**src/rtl/puf_challenge_ctrl.sv**
```systemverilog
// rtl/puf_challenge_ctrl.sv - ring-oscillator PUF challenge sequencer, response capture and key match
// Optional build macro: PUF_MAJORITY_VOTE_EN (three measurements per challenge, majority-voted).
module puf_challenge_ctrl #(
  parameter int RESP_BITS     = 16,
  parameter int SETTLE_CYCLES = 4,
  parameter int MEAS_CYCLES   = 64,
  parameter int HD_THRESH     = 2
) (
  input  logic                           clk,
  input  logic                           rst,
  input  logic                           start,
  input  logic [7:0]                     seed,
  input  logic [RESP_BITS-1:0]           enrolled_key,
  input  logic                           puf_response,
  output logic                           puf_enable,
  output logic [1:0]                     puf_challenge,
  output logic                           busy,
  output logic                           done,
  output logic [RESP_BITS-1:0]           response,
  output logic [$clog2(RESP_BITS+1)-1:0] hamming_dist,
  output logic                           match
);

  localparam int HW   = $clog2(RESP_BITS + 1);
  localparam int IW   = $clog2(RESP_BITS);
  localparam int CMAX = (SETTLE_CYCLES > MEAS_CYCLES) ? SETTLE_CYCLES : MEAS_CYCLES;
  localparam int CW   = $clog2(CMAX + 2);

  typedef enum logic [2:0] {
    S_IDLE, S_SETTLE, S_MEASURE, S_CAPTURE, S_COMPARE, S_DONE
  } state_t;

  state_t                 state, state_next;
  logic [CW-1:0]          cnt, cnt_next;
  logic [IW-1:0]          bit_idx;
  logic [7:0]             lfsr;
  logic [RESP_BITS-1:0]   key;
  logic                   sync1, sync2;
  logic                   accept, last_cap, bit_done;
  logic [RESP_BITS-1:0]   diff;
  logic [HW-1:0]          hd_calc;
  logic [7:0]             lfsr_adv;

`ifdef PUF_MAJORITY_VOTE_EN
  logic [1:0] rep;
  logic [1:0] votes;
  assign bit_done = (rep == 2'd2);
`else
  assign bit_done = 1'b1;
`endif

  // x^8+x^6+x^5+x^4+1, shifted left with feedback entering bit 0
  assign lfsr_adv = {lfsr[6:0], lfsr[7] ^ lfsr[5] ^ lfsr[4] ^ lfsr[3]};

  assign puf_enable    = (state == S_MEASURE) || (state == S_CAPTURE);
  assign puf_challenge = (state == S_IDLE) ? 2'b00 : lfsr[1:0];
  assign busy          = (state != S_IDLE);
  assign done          = (state == S_DONE);
  assign diff          = response ^ key;

  always_comb begin
    hd_calc = '0;
    for (int i = 0; i < RESP_BITS; i++) hd_calc = hd_calc + HW'(diff[i]);
  end

  always_comb begin
    state_next = state;
    cnt_next   = cnt;
    accept     = 1'b0;
    last_cap   = 1'b0;
    case (state)
      S_IDLE: begin
        if (start) begin
          accept     = 1'b1;
          cnt_next   = '0;
          state_next = S_SETTLE;
        end
      end
      S_SETTLE: begin
        if (cnt == CW'(SETTLE_CYCLES - 1)) begin
          cnt_next   = '0;
          state_next = S_MEASURE;
        end else cnt_next = cnt + CW'(1);
      end
      S_MEASURE: begin
        if (cnt == CW'(MEAS_CYCLES - 1)) begin
          cnt_next   = '0;
          state_next = S_CAPTURE;
        end else cnt_next = cnt + CW'(1);
      end
      S_CAPTURE: begin
        // two cycles so the synchronizer reflects the measured oscillator state
        if (cnt == CW'(1)) begin
          cnt_next   = '0;
          last_cap   = 1'b1;
          state_next = (bit_done && bit_idx == IW'(RESP_BITS - 1)) ? S_COMPARE : S_SETTLE;
        end else cnt_next = cnt + CW'(1);
      end
      S_COMPARE: state_next = S_DONE;
      S_DONE:    state_next = S_IDLE;
      default:   state_next = S_IDLE;
    endcase
  end

  always_ff @(posedge clk) begin
    if (rst) begin
      state        <= S_IDLE;
      cnt          <= '0;
      bit_idx      <= '0;
      lfsr         <= 8'hA5;
      key          <= '0;
      response     <= '0;
      hamming_dist <= '0;
      match        <= 1'b0;
      sync1        <= 1'b0;
      sync2        <= 1'b0;
`ifdef PUF_MAJORITY_VOTE_EN
      rep          <= '0;
      votes        <= '0;
`endif
    end else begin
      state <= state_next;
      cnt   <= cnt_next;
      sync1 <= puf_response;
      sync2 <= sync1;
      if (accept) begin
        lfsr     <= (seed == 8'h00) ? 8'hA5 : seed;
        key      <= enrolled_key;
        response <= '0;
        bit_idx  <= '0;
`ifdef PUF_MAJORITY_VOTE_EN
        rep      <= '0;
        votes    <= '0;
`endif
      end
      if (last_cap) begin
`ifdef PUF_MAJORITY_VOTE_EN
        if (bit_done) begin
          response[bit_idx] <= ((votes + {1'b0, sync2}) >= 2'd2);
          lfsr              <= lfsr_adv;
          bit_idx           <= bit_idx + IW'(1);
          rep               <= '0;
          votes             <= '0;
        end else begin
          rep   <= rep + 2'd1;
          votes <= votes + {1'b0, sync2};
        end
`else
        response[bit_idx] <= sync2;
        lfsr              <= lfsr_adv;
        bit_idx           <= bit_idx + IW'(1);
`endif
      end
      if (state == S_COMPARE) begin
        hamming_dist <= hd_calc;
        match        <= (int'(hd_calc) <= HD_THRESH);
      end
    end
  end

endmodule

```
**config.mk**
```make
export PLATFORM = sky130hd
export DESIGN_NAME = puf_challenge_ctrl
export DESIGN_NICKNAME = d
export VERILOG_FILES = /design/src/rtl/puf_challenge_ctrl.sv
export SDC_FILE = /design/constraint.sdc
export NUM_CORES = 1
export LEC_CHECK = 0
export ABC_AREA = 1
export CAP_MARGIN = 10
export CORE_ASPECT_RATIO = 1.1
export CORE_MARGIN = 8
export CORE_UTILIZATION = 25
export DETAILED_ROUTE_END_ITERATION = 6
export DONT_BUFFER_PORTS = 1
export HOLD_SLACK_MARGIN = 0.1
export PLACE_DENSITY = 0.49
export SYNTH_ARGS = -nofsm -noshare
export SYNTH_HDL_FRONTEND = slang
export SYNTH_SLANG_ARGS = --single-unit
```
**constraint.sdc**
```tcl
create_clock -name clk -period 4.8 [get_ports clk]
set_input_delay 0.72 -clock clk [delete_from_list [all_inputs] [get_ports clk]]
set_output_delay 0.72 -clock clk [all_outputs]
set_load 0.05 [all_outputs]
```
==> out/results.tsv <==
metric	value	unit
status	completed	
seqPwrFrac	30.7	%
p_switching	800.4	uW
clock.fmax	0.2520	GHz
synth-warning-count	0	
drv_cap	0	
synthFlopType	dfxtp_1	
clk_path_buf_depth	2	
layout.area.seq	1241	sq um
path_clk_slew	0.06	ns
slowest_delay	0.54	ns
portBuffers	0	
rsz0062_at_grt	false	
synth_area	3671	sq um
pin_count	55	
die_h	143.1	um
routabilityCongestion	0.8224	
fp-row-count	46	
hold_viol	0	
netlist_top_cells_area	dfxtp_1, nand2_1, nand3_1, a21oi_1, nor2_1	
report.final.slew_viol_count	0	
final_nets	573	
multi_input_area	2067	sq um
drt_iter0_markers	161	
timing.slew.headroom	35.24	%
cts_buffers	9	
cts_tree	done	
n_fill_cell	1608	
power.internal	1217	uW
ys_seq_elements	62	
crit_type	register to register	
syn_to_final_growth	12.85	%
die_x	131.5	um
syn_inst	526	
yosysTopAreaCell	dfxtp_1	
hpwlAfterDp	7.308	mm
path_cells	xor2_1 -> fa_1 -> fa_1 -> fa_1 -> inv_1 -> fa_1 -> inv_1 -> ha_1 -> inv_1 -> fa_1 -> xor2_1 -> nand2_1 -> nor3_1 -> nand2_1 -> a21oi_1	
clock_latency	0.34	ns
p_leak	0.001844	uW
cts_hold_buf	0	
swShare	39.68	%
pre_cts_ws	0.8068	ns
finalWirelength	9.929	mm
hold_depth	2	
powerDensity	486.8	nW/um^2
grt_pass1_vias	3131	
setup_ws	0.8315	ns
critPathArrivalTime	4.24	ns
post_cts_buffers	0	
cp_common_cell	fa_1	
drt_pass1_iterations	4	
end_kind	register	
power_frac_comb	37.0	%
drive_gt1_share	8.507	%
yosysTopAreaCellShare	33.81	%
cpMaxStageDelayCell	fa_1	
fin_crit_sh	82.68	%
cts_resized	0	
fp.coreArea	14390	sq um
skew	0.006924	ns
reg2reg_slack	0.83	ns
antennaDiodeCount	0	
cts_sinks	62	
postRouteAntennaNets	0	
ys_async_sr_fraction	0	%
cp_max_fo	2	
worstPathRequired	5.07	ns
grt_max_degree	52	
drc_errors	0	
period_minus_slack	3.969	ns
num_vias	3218	
reg2reg_depth	15	
worstSetupStartpointType	register	
synth_nets	575	
seq_area_frac_synth	33.81	%
ys_types	30	
wire_per_inst	13.77	um
fin_setup_tns	0	ns
clockPowerShare	32.3	%
peakVddDrop	0.2337	mV
grt_pass1_wl	16.55	mm
antenna_found_initial	0	
initial_utilization	25.51	%
clockRootBuffer	clkbuf_16	
yosysMostFrequentCell	nand2_1	
critPathTopFamily	adder cells	
grt_usage	11.09	%
crit_buf_inv	3	
critical_path_depth	15	
viasPerCell	4.463	
synth_edf_count	0	
overflow	0	
worst_pin_slew	0.9703	ns
ctsHtreeMaxLevel	3	
yosys-top-cells-count	nand2_1, nand3_1, dfxtp_1	
dieArea	18820	sq um
avgSynthCellArea	6.979	sq um
hp-class	register to register	
setup_viol	0	
[flip-flops by register name, summed over array words and instances (netlist names)]
signal        cells
bit_idx           4
key              16
match             1
cnt               7
hamming_dist      5
sync2             1
state             3
response         16
sync1             1
lfsr              8
[tightest hold or removal path, delay by kind of cell, from the launching register on]
kind / cells / cell delay (ns)
buffers and inverters: 1 / 0.07
AND/OR/NAND/NOR: 1 / 0.04
flip-flops: 1 / 0.30
[path summary, 6_finish.rpt]
path	startpoint	endpoint
min reg2reg	sync1	sync2
max	response[7]	match
min	sync1	sync2
max reg2reg	response[7]	match
[placed cells by master (no fill, tap or decap), types with 3 or more instances in the layout]
cell	synthesis	layout
nand2_4	4	4
nand2_1	136	136
inv_2	5	5
o211ai_1	3	3
clkbuf_16	0	9
nand3_1	71	71
o21ai_0	13	13
nor3_1	4	3
fa_1	10	10
inv_1	48	48
xnor2_1	9	9
buf_4	2	12
nor2_1	54	54
clkinv_2	1	4
xor2_1	13	13
ha_1	11	11
dfxtp_1	62	62
a21oi_1	47	47
[per-layer routing]
layer / part of all wire [%] / wire length [um] / vias to the layer above / GRT usage, %
met5: 0 / 0 / - / 0
met4: 1.5 / 151 / 0 / 3.872
met3: 7.4 / 733 / 12 / 4.638
met2: 46 / 4533 / 73 / 17.48
met1: 45 / 4511 / 1465 / 13.33
li1: - / - / 1668 / -
[metrics by stage]
step	instance area, sq um	total power, uW	utilization, %	hold WS, ns	std cells
6_report	4143	2017	28.79	0.4484	721
5_1_grt	4143	2191	28.79	0.4384	721
4_1_cts	4143	2053	28.79	0.4381	721
3_5_place_dp	3842	1389	26.70	0.4355	705
3_3_place_gp	3842	1382	26.70	0.4388	705
2_1_floorplan	3671	1279	-	0.3883	526
[final cells by class]
class	instances	area share [%]
Multi-Input combinational cell	385	49.89
Sequential cell	62	29.96
Tap cell	192	5.799
Clock buffer	10	5.769
Inverter	54	4.923
Timing Repair Buffer	12	2.175
Clock inverter	6	1.480
[power groups by stage]
stage	combinational (uW)	sequential [uW]	clock, uW
2_1_floorplan	662	617	0
3_3_place_gp	754	628	0
3_5_place_dp	760	630	0
4_1_cts	764	618	670
5_1_grt	872	627	693
6_report	747	619	651
[kinds of logic (layout without fill, tap and decap cells)]
group,after synthesis,count (layout),synth area share (%)
DFF,62,62,33.81
and+or+nand+nor,275,275,32.07
buffers and inverters,79,82,10.02
AOI/OAI and AO/OA,67,67,9.646
xor gates and xnor gates,22,22,5.249
adders and majority gates,21,21,9.202
No activity file was read; power rests on OpenSTA's default activity.
